[src/rtl/mem_pkg.sv]
// Shared definitions for the LSU data port: op codes, FSM states and lane masks.
package mem_pkg;

  localparam logic [3:0] OP_LB  = 4'd0;
  localparam logic [3:0] OP_LBU = 4'd1;
  localparam logic [3:0] OP_LH  = 4'd2;
  localparam logic [3:0] OP_LHU = 4'd3;
  localparam logic [3:0] OP_LW  = 4'd4;
  localparam logic [3:0] OP_LWL = 4'd5;
  localparam logic [3:0] OP_LWR = 4'd6;
  localparam logic [3:0] OP_SB  = 4'd8;
  localparam logic [3:0] OP_SH  = 4'd9;
  localparam logic [3:0] OP_SW  = 4'd10;
  localparam logic [3:0] OP_SWL = 4'd11;
  localparam logic [3:0] OP_SWR = 4'd12;

  typedef enum logic [1:0] {IDLE, READ, WRITE, RESP} lsu_state_e;

  localparam logic [31:0] LANE_ALL  = 32'hFFFF_FFFF;
  localparam logic [31:0] LANE_BYTE = 32'h0000_00FF;
  localparam logic [31:0] LANE_HALF = 32'h0000_FFFF;

  // Code 7 and 13..15 are holes in the op map.
  function automatic logic op_known(input logic [3:0] op);
    return (op != 4'd7) && (op <= 4'd12);
  endfunction

endpackage

[src/rtl/lsu_lane_merge.sv]
// Big-endian lane extraction for loads and read-modify-write word build for stores.
module lsu_lane_merge
  import mem_pkg::*;
(
  input  logic [3:0]  i_op,
  input  logic [1:0]  i_k,
  input  logic [31:0] i_word,
  input  logic [31:0] i_wdata,
  output logic [31:0] o_load,
  output logic [31:0] o_store
);

  logic [4:0]  w_sk;
  logic [4:0]  w_sr;
  logic [4:0]  w_hs;
  logic [31:0] w_bsh;
  logic [31:0] w_hsh;
  logic [7:0]  w_byte;
  logic [15:0] w_half;

  // Lane k sits 8*(3-k) bits above the LSB; 3-k on two bits is ~k.
  assign w_sk   = {i_k, 3'b000};
  assign w_sr   = {~i_k, 3'b000};
  assign w_hs   = i_k[1] ? 5'd0 : 5'd16;
  assign w_bsh  = i_word >> w_sr;
  assign w_hsh  = i_word >> w_hs;
  assign w_byte = w_bsh[7:0];
  assign w_half = w_hsh[15:0];

  always_comb begin
    o_load  = '0;
    o_store = i_word;
    case (i_op)
      OP_LB:  o_load = {{24{w_byte[7]}}, w_byte};
      OP_LBU: o_load = {24'b0, w_byte};
      OP_LH:  o_load = {{16{w_half[15]}}, w_half};
      OP_LHU: o_load = {16'b0, w_half};
      OP_LW:  o_load = i_word;
      OP_LWL: o_load = (i_word << w_sk) | (i_wdata & ~(LANE_ALL << w_sk));
      OP_LWR: o_load = (i_word >> w_sr) | (i_wdata & ~(LANE_ALL >> w_sr));
      OP_SB:  o_store = (i_word & ~(LANE_BYTE << w_sr)) | ({24'b0, i_wdata[7:0]} << w_sr);
      OP_SH:  o_store = (i_word & ~(LANE_HALF << w_hs)) | ({16'b0, i_wdata[15:0]} << w_hs);
      OP_SW:  o_store = i_wdata;
      OP_SWL: o_store = (i_word & ~(LANE_ALL >> w_sk)) | (i_wdata >> w_sk);
      OP_SWR: o_store = (i_wdata << w_sr) | (i_word & ~(LANE_ALL << w_sr));
      default: ;
    endcase
  end

endmodule

[src/rtl/lsu_mem_port.sv]
// LSU data-port initiator: every access is an aligned word read, stores follow with
// a merged full-word write, and the result returns as a one-cycle response pulse.
module lsu_mem_port
  import mem_pkg::*;
#(
  parameter int MEM_BYTES = 132,
  parameter int ADDR_W    = 32
) (
  input  logic              clk,
  input  logic              rst_n,
  input  logic              req_valid,
  output logic              req_ready,
  input  logic [3:0]        req_op,
  input  logic [ADDR_W-1:0] req_addr,
  input  logic [31:0]       req_wdata,
  output logic              resp_valid,
  output logic [31:0]       resp_rdata,
  output logic              resp_err,
  output logic [ADDR_W-1:0] mem_addr,
  output logic              mem_wr_en,
  output logic [31:0]       mem_din,
  input  logic [31:0]       mem_dout
);

  lsu_state_e        r_state;
  lsu_state_e        w_next;
  logic [3:0]        r_op;
  logic [ADDR_W-1:0] r_addr;
  logic [31:0]       r_wdata;
  logic [31:0]       r_word;
  logic [31:0]       r_rdata;
  logic              r_err;

  logic              w_accept;
  logic              w_align_ok;
  logic              w_in_range;
  logic              w_legal;
  logic [ADDR_W:0]   w_end;
  logic [31:0]       w_word;
  logic [31:0]       w_load;
  logic [31:0]       w_store;

  assign w_accept = req_valid && (r_state == IDLE);

  // Last byte of the aligned word, one bit wider so high addresses cannot wrap.
  assign w_end      = {1'b0, req_addr[ADDR_W-1:2], 2'b11};
  assign w_in_range = w_end < (ADDR_W+1)'(MEM_BYTES);

  always_comb begin
    w_align_ok = 1'b1;
    case (req_op)
      OP_LW, OP_SW:         w_align_ok = (req_addr[1:0] == 2'b00);
      OP_LH, OP_LHU, OP_SH: w_align_ok = !req_addr[0];
      default: ;
    endcase
  end

  assign w_legal = op_known(req_op) && w_align_ok && w_in_range;

  // READ merges straight from the memory bus; WRITE uses the word captured in READ.
  assign w_word = (r_state == READ) ? mem_dout : r_word;

  lsu_lane_merge u_merge (
    .i_op    (r_op),
    .i_k     (r_addr[1:0]),
    .i_word  (w_word),
    .i_wdata (r_wdata),
    .o_load  (w_load),
    .o_store (w_store)
  );

  always_ff @(posedge clk or negedge rst_n) begin
    if (!rst_n) begin
      r_state <= IDLE;
      r_op    <= '0;
      r_addr  <= '0;
      r_wdata <= '0;
      r_word  <= '0;
      r_rdata <= '0;
      r_err   <= 1'b0;
    end else begin
      r_state <= w_next;
      case (r_state)
        IDLE: if (w_accept) begin
          r_op    <= req_op;
          r_addr  <= req_addr;
          r_wdata <= req_wdata;
          r_err   <= !w_legal;
          r_rdata <= '0;
        end
        READ: begin
          r_word <= mem_dout;
          if (!r_op[3]) r_rdata <= w_load;
        end
        default: ;
      endcase
    end
  end

  always_comb begin
    w_next = r_state;
    case (r_state)
      IDLE:    if (w_accept) w_next = w_legal ? READ : RESP;
      READ:    w_next = r_op[3] ? WRITE : RESP;
      WRITE:   w_next = RESP;
      RESP:    w_next = IDLE;
      default: w_next = IDLE;
    endcase
  end

  // Write enable is a pure state decode so an async reset kills it immediately.
  assign req_ready  = (r_state == IDLE);
  assign resp_valid = (r_state == RESP);
  assign resp_err   = (r_state == RESP) && r_err;
  assign resp_rdata = (r_state == RESP) ? r_rdata : '0;
  assign mem_wr_en  = (r_state == WRITE);
  assign mem_din    = (r_state == WRITE) ? w_store : '0;
  assign mem_addr   = {r_addr[ADDR_W-1:2], 2'b00};

endmodule

[config.mk]
export PLATFORM = sky130hd
export DESIGN_NAME = lsu_mem_port
export DESIGN_NICKNAME = d
export VERILOG_FILES = /design/src/rtl/mem_pkg.sv /design/src/rtl/lsu_lane_merge.sv /design/src/rtl/lsu_mem_port.sv
export SDC_FILE = /design/constraint.sdc
export NUM_CORES = 1
export LEC_CHECK = 0
export ABC_AREA = 1
export CAP_MARGIN = 20
export CELL_PAD_IN_SITES_DETAIL_PLACEMENT = 0
export CELL_PAD_IN_SITES_GLOBAL_PLACEMENT = 1
export CORE_MARGIN = 10
export CORE_UTILIZATION = 37
export CTS_BUF_LIST = sky130_fd_sc_hd__clkbuf_8
export CTS_CLUSTER_SIZE = 20
export DETAILED_ROUTE_END_ITERATION = 8
export GPL_TIMING_DRIVEN = 0
export PLACE_DENSITY = 0.84
export SETUP_SLACK_MARGIN = 0.2
export SLEW_MARGIN = 25
export SYNTH_ARGS = -nofsm -noshare
export SYNTH_HDL_FRONTEND = slang
export SYNTH_SLANG_ARGS = --single-unit
[constraint.sdc]
create_clock -name clk -period 2.4 [get_ports clk]
set_input_delay 0.36 -clock clk [delete_from_list [all_inputs] [get_ports clk]]
set_output_delay 0.36 -clock clk [all_outputs]
set_load 0.01 [all_outputs]
Word-level counts from Yosys, hierarchy flattened
Index checks and enable logic that the tools add are counted.
{"block": "op_classes", "n_lt_le_gt_ge": 2, "n_eq_ne": 22, "n_shift": 13, "n_mux": 14, "n_bitwise": 19, "n_reduce_logical": 15}
{"op": "one-hot mux 32 bit (7 select lines)", "count": 1}
{"op": "AND 32 bit", "count": 6}
{"op": "NOT 32 bit", "count": 6}
{"op": "OR 32 bit", "count": 6}
{"op": "2-to-1 mux 32 bit", "count": 5}
{"op": "one-hot mux 32 bit (5 select lines)", "count": 1}
{"op": "one-hot mux 32 bit (2 select lines)", "count": 1}
{"op": "<< shifter 32 x 5 -> 32 bit", "count": 2}
{"op": "<< shifter 32 x 5 -> 32 bit (first input constant)", "count": 2}
{"op": "right shift 32 x 5 -> 32 bit", "count": 2}
{"op": "right shift 32 x 5 -> 32 bit (first input constant)", "count": 2}
{"op": "less-than comparator 32 x 8 -> 1 bit (second input constant)", "count": 1}
{"op": "<< shifter 16 x 5 -> 32 bit", "count": 1}
{"op": "<< shifter 16 x 5 -> 32 bit (first input constant)", "count": 1}
{"op": "<< shifter 8 x 5 -> 32 bit", "count": 1}
{"op": "<< shifter 8 x 5 -> 32 bit (first input constant)", "count": 1}
{"op": "right shift 32 x 5 -> 16 bit", "count": 1}
{"op": "equality test 4 bit (second input constant)", "count": 7}
{"op": "equality test 4 x 2 -> 1 bit (second input constant)", "count": 4}
{"op": "equality test 4 x 3 -> 1 bit (second input constant)", "count": 4}
{"op": "one-hot mux 2 bit (4 select lines)", "count": 1}
{"op": "logical AND 1 bit", "count": 5}
{"op": "2-to-1 mux 5 bit", "count": 1}
{"op": "equality test 2 bit (second input constant)", "count": 2}
{"op": "other kinds (18)", "count": 21}
{"block": "totals", "register_bits": 135, "output_inout_bits": 100}

Logic depth before layout (Yosys ltp)
{"block": "logic_depth", "word_depth": 8, "ltp_mapped": 15, "depth_no_buf": 13}

Cells and area by module
Synthesis repeated with hierarchy kept, for this count alone.
{"block": "hier_totals", "cells_unflattened": 1770, "area_unflattened_um2": 10784.1}
{"mod": "lsu_mem_port", "n_inst": 1, "cells_per_inst": 728, "area_each_um2": 6140.9, "seq_area_each_um2": 3378.2}
{"mod": "lsu_lane_merge", "n_inst": 1, "cells_per_inst": 1042, "area_each_um2": 4643.2, "seq_area_each_um2": 0.0}

Worst setup path before layout
Ideal clock, no wire load.
{"block": "synth_path", "kind": "reg2out", "from": "register r_state[1]", "to": "output mem_din[13]", "arrival_time_ps": 1710, "t_required_ps": 2040, "setup_slack_ps": 330, "stages_incl_launch_ff": 14, "n_path_buf": 2, "cell_sequence": "dfrtp_1 -> inv_1 -> ha_1 -> buf_4 -> inv_2 -> buf_2 -> nand2_1 -> nand2_1 -> inv_1 -> o22ai_1 -> nand2_1 -> nand3_1 -> nor2_1 -> nor2_1"}
{"block": "synth_via", "elab_chain_cells": 6, "elab_cells_between_ends": 13, "classes_between": "2 x eq/ne; 3 x mux; 8 x bitwise"}
{"element": "start: declaration", "line": "lsu_mem_port.sv:25", "rtl": "lsu_state_e r_state;"}
{"element": "start signal: assignment", "line": "lsu_mem_port.sv:82", "rtl": "r_state <= w_next;"}
{"element": "equality test 2 x 1 -> 1 bit (*)", "line": "lsu_mem_port.sv:61", "rtl": "assign w_word = (r_state == READ) ? mem_dout : r_word;"}
{"element": "2-to-1 mux 32 bit (*)"}
{"element": "via u_merge.i_word[13]", "line": "lsu_lane_merge.sv:7", "rtl": "input logic [31:0] i_word,"}
{"element": "AND 32 bit (on tied branches)"}
{"element": "OR 32 bit (on tied branches)"}
{"element": "one-hot mux 32 bit (5 select lines) (*)", "line": "lsu_lane_merge.sv:33", "rtl": "case (i_op)"}
{"element": "2-to-1 mux 32 bit (*)", "line": "lsu_mem_port.sv:117", "rtl": "assign mem_din = (r_state == WRITE) ? w_store : '0;"}
{"element": "end: declaration", "line": "lsu_mem_port.sv:21", "rtl": "output logic [31:0] mem_din,"}
Mark *: on every way through the listed nets, which the timed path passes. The rest lies on a longest branch.

Worst setup path in the final report
{"block": "layout_path", "from": "register r_state[1]", "to": "output mem_din[26]"}
The elaborated chain is that of the path after synthesis.

==> impl_metrics.env <==
export IMPL_multi_input_area_um2=7269
export IMPL_grt_pass1_vias=12750
export IMPL_post_route_util_pct=60.25
export IMPL_fin_ws_ns=-0.4524
export IMPL_io_pins=203
export IMPL_drc=0
export IMPL_seq_area_um2=3381
export IMPL_synth_seq_cells=135
export IMPL_path_clk_slew_ns=0.10
export IMPL_synthFlopType="dfrtp_1"
export IMPL_ir_drop_mv=0.5704
export IMPL_routed_via_density=5.521
export IMPL_grt_max_degree=79
export IMPL_synth_warning_count=0
export IMPL_rsz0062_at_grt="yes"
export IMPL_clock_path_buffers=2
export IMPL_groute_usage_overall_pct=31.51
export IMPL_finalCritPeriodShare_pct=118.8
export IMPL_vias=13380
export IMPL_cp_arrival_ns=2.49
export IMPL_drt_wl_total_um=59030
export IMPL_die_x_um=187.4
export IMPL_core_um2=27710
export IMPL_n_fill_cell=2533
export IMPL_syn_inst=1678
export IMPL_worstSetupPathType="flip-flop to output pin"
export IMPL_powerDensity_nw_per_um2=1613
export IMPL_grt_pass1_wl_um=83980
export IMPL_die_y_um=187.4
export IMPL_finalHoldViolations=0
export IMPL_dr_pass1_iters=8
export IMPL_syn_to_final_growth_pct=60.93
export IMPL_drt_iter0_drc=1655
export IMPL_crit_fanout=8
export IMPL_maxSlewHeadroom_pct=61.74
export IMPL_status="complete, but fails checks"
export IMPL_p_total_uw=26920
export IMPL_antenna_found_initial=1
export IMPL_initial_core_util_pct=37.44
export IMPL_nets=2139
export IMPL_ys_types=34
export IMPL_cp_required_ns=2.04
export IMPL_rows=61
export IMPL_fin_skew_ns=0.01983
export IMPL_post_place_ws_ns=-0.7751
export IMPL_clock_sinks=135
export IMPL_htreeDepth=4
export IMPL_ant_nets=0
export IMPL_cp_start_kind="flip-flop"
export IMPL_cts_made_buffers=17
export IMPL_placed_cell_area_um2=12880
export IMPL_slew_viol_final=0
export IMPL_end_kind="output pin"
export IMPL_dp_hpwl_um=42020
export IMPL_violations="negative setup slack"
export IMPL_synth_edf_count=0
export IMPL_p_leak_uw=0.008444
export IMPL_netlist_area_um2=10370
export IMPL_async_flop_share_pct=100.0
export IMPL_syn_avg_cell_area_um2=6.181
export IMPL_place_gp_congestion=1.004
export IMPL_layout_drive_gt1_share_pct=32.53
export IMPL_cts_root_buf="clkbuf_8"
export IMPL_setup_viol=66
export IMPL_ys_seq_area_share_pct=32.57
export IMPL_finalCriticalPeriod_ns=2.852
export IMPL_fmax_mhz=350.6
export IMPL_drv_cap=0
export IMPL_port_buffers=200
export IMPL_drt_wirelength_per_cell_um=24.36
export IMPL_fin_area_um2=16690
export IMPL_cts_tree="done"
export IMPL_die_area_um2=35130
export IMPL_insertion_delay_ns=0.50
export IMPL_worst_slew_pin_transition_ns=0.5738
export IMPL_grt_overflow=0
export IMPL_min_path_type="primary input to async pin"
[critical path: stages (launching register included)]
cell and delay (ns):
dfrtp_1 0.41, inv_2 0.09, ha_4 0.17, buf_12 0.16
inv_16 0.06, buf_12 0.14, buf_4 0.14, nand2_4 0.09
nand2_8 0.09, o21ai_1 0.15, nand3_1 0.11, nor3_2 0.17
nor2_1 0.07, buf_2 0.14
[cells in the mapped netlist, types with 2 or more instances]
| library cell | instances | area (um2) |
|---|---|---|
| o21bai_1 | 6 | 45.04 |
| o211ai_2 | 2 | 25.02 |
| nand3b_1 | 3 | 22.52 |
| inv_2 | 11 | 41.29 |
| o21ai_0 | 183 | 915.9 |
| buf_2 | 41 | 205.2 |
| nor2_4 | 2 | 22.52 |
| nor3_1 | 5 | 25.02 |
| o21ai_1 | 28 | 140.1 |
| nand3_1 | 148 | 740.7 |
| buf_6 | 5 | 56.30 |
| nand4_1 | 17 | 106.4 |
| nand2_4 | 2 | 22.52 |
| ha_1 | 4 | 50.05 |
| o22ai_1 | 8 | 50.05 |
| a31oi_1 | 8 | 50.05 |
| buf_1 | 4 | 15.01 |
| nor2_2 | 7 | 43.79 |
| a22oi_1 | 11 | 82.58 |
| o211ai_1 | 28 | 210.2 |
| clkbuf_1 | 34 | 127.6 |
| dfrtp_1 | 135 | 3378 |
| nand2_1 | 643 | 2414 |
| a21oi_1 | 63 | 315.3 |
| nor2_1 | 74 | 277.8 |
| buf_4 | 44 | 330.3 |
| a211oi_1 | 2 | 15.01 |
| inv_1 | 144 | 540.5 |
| or2_2 | 5 | 31.28 |
| nand2_2 | 7 | 43.79 |
[registers in the layout (all words and copies together) (netlist names)]
register  cells
r_addr       32
r_err         1
r_op          4
r_rdata      32
r_state       2
r_wdata      32
r_word       32
[repair_timing]
| item | CTS | global route |
|---|---|---|
| hold buffers | 1 | 0 |
| buffers inserted | 86 | 37 |
| resized for setup | 679 | 311 |
| pin swaps | 53 | 105 |
| endpoints found under the hold margin | 57 | 0 |
| gates cloned | 5 | 4 |
| endpoints found under the setup margin | 109 | 129 |
[per-layer routing]
metal / wire length [um] / track usage (%) / share of wire (%) / vias to the layer above
li1: - / - / - / 6122
met1: 23780 / 41.55 / 40 / 6252
met2: 25730 / 48.46 / 44 / 829
met3: 6935 / 8.427 / 12 / 174
met4: 2584 / 11.45 / 4.4 / 0
met5: 0 / 0 / 0 / -
[final cells by class]
class,count,share of cell area [%]
multi-input cells,1259,43.55
well taps,378,2.833
diodes,1,0.01499
plain buffers,129,7.106
flip-flops and latches,135,20.25
repair buffers,334,20.07
inverters,156,3.793
clock inverters,13,0.8920
clock buffers,18,1.484
[kinds of logic after synthesis]
| group | after synthesis | share of synthesized area (%) |
|---|---|---|
| other cells | 1 | 0.03615 |
| buf+inv | 285 | 12.77 |
| compound gates | 340 | 17.99 |
| fa+ha+maj | 4 | 0.4825 |
| flops | 135 | 32.57 |
| simple gates | 913 | 36.15 |
[per-stage QoR]
step	hold WS (ns)	setup TNS [ns]	instances
final	0.3517	-18.18	2423
after global routing	0.4058	-21.50	2422
after CTS	0.3898	-11.87	2381
after detailed placement	0.3214	-19.64	2258
after global placement	0.4621	-661.77	2257
after floorplan	0.06441	0	1679
[worst paths after layout]
| path | from | endpoint | slack [ns] | cells past startpoint |
|---|---|---|---|---|
| max reg2reg | r_state[1] | r_rdata[28] | -0.04 | 18 |
| min | rst_n | r_wdata[10] | 0.35 | 2 |
| min in group clk | req_wdata[2] | r_wdata[2] | 0.40 | 3 |
| max in group asynchronous | rst_n | r_op[0] | 1.24 | 3 |
| min reg2reg | r_addr[2] | r_addr[2] | 0.49 | 2 |
| max | r_state[1] | mem_din[26] | -0.45 | 13 |
[report_power, final]
part | internal [uW] | switching (uW) | total [uW]
logic | 7950 | 12400 | 20300
registers | 3370 | 1130 | 4490
clock network | 960 | 1130 | 2090
[cell usage in the layout (no fill, tap or decap), types with 4 or more instances in the layout]
cell type / synthesis / routed
a21oi_1: 63 / 51
a21oi_2: 0 / 10
a22oi_1: 11 / 11
a31oi_4: 0 / 7
buf_12: 0 / 17
buf_2: 41 / 34
buf_4: 44 / 127
buf_6: 5 / 93
buf_8: 0 / 16
clkbuf_1: 34 / 7
clkbuf_16: 0 / 8
clkbuf_2: 1 / 15
clkbuf_4: 0 / 9
clkbuf_8: 0 / 20
clkdlybuf4s50_1: 0 / 131
clkinv_4: 0 / 4
dfrtp_1: 135 / 133
inv_1: 144 / 96
inv_2: 11 / 48
inv_4: 0 / 8
nand2_1: 643 / 489
nand2_2: 7 / 65
nand2_4: 2 / 73
nand2_8: 0 / 25
nand3_1: 148 / 133
nand3_2: 0 / 9
nand3_4: 0 / 6
nand4_1: 17 / 17
nor2_1: 74 / 64
nor2_2: 7 / 11
nor2_4: 2 / 8
o211ai_1: 28 / 28
o21ai_0: 183 / 149
o21ai_1: 28 / 51
o21ai_2: 0 / 11
o22ai_1: 8 / 7
or2_2: 5 / 5
Note: power is estimated with default switching activity, not from simulation.
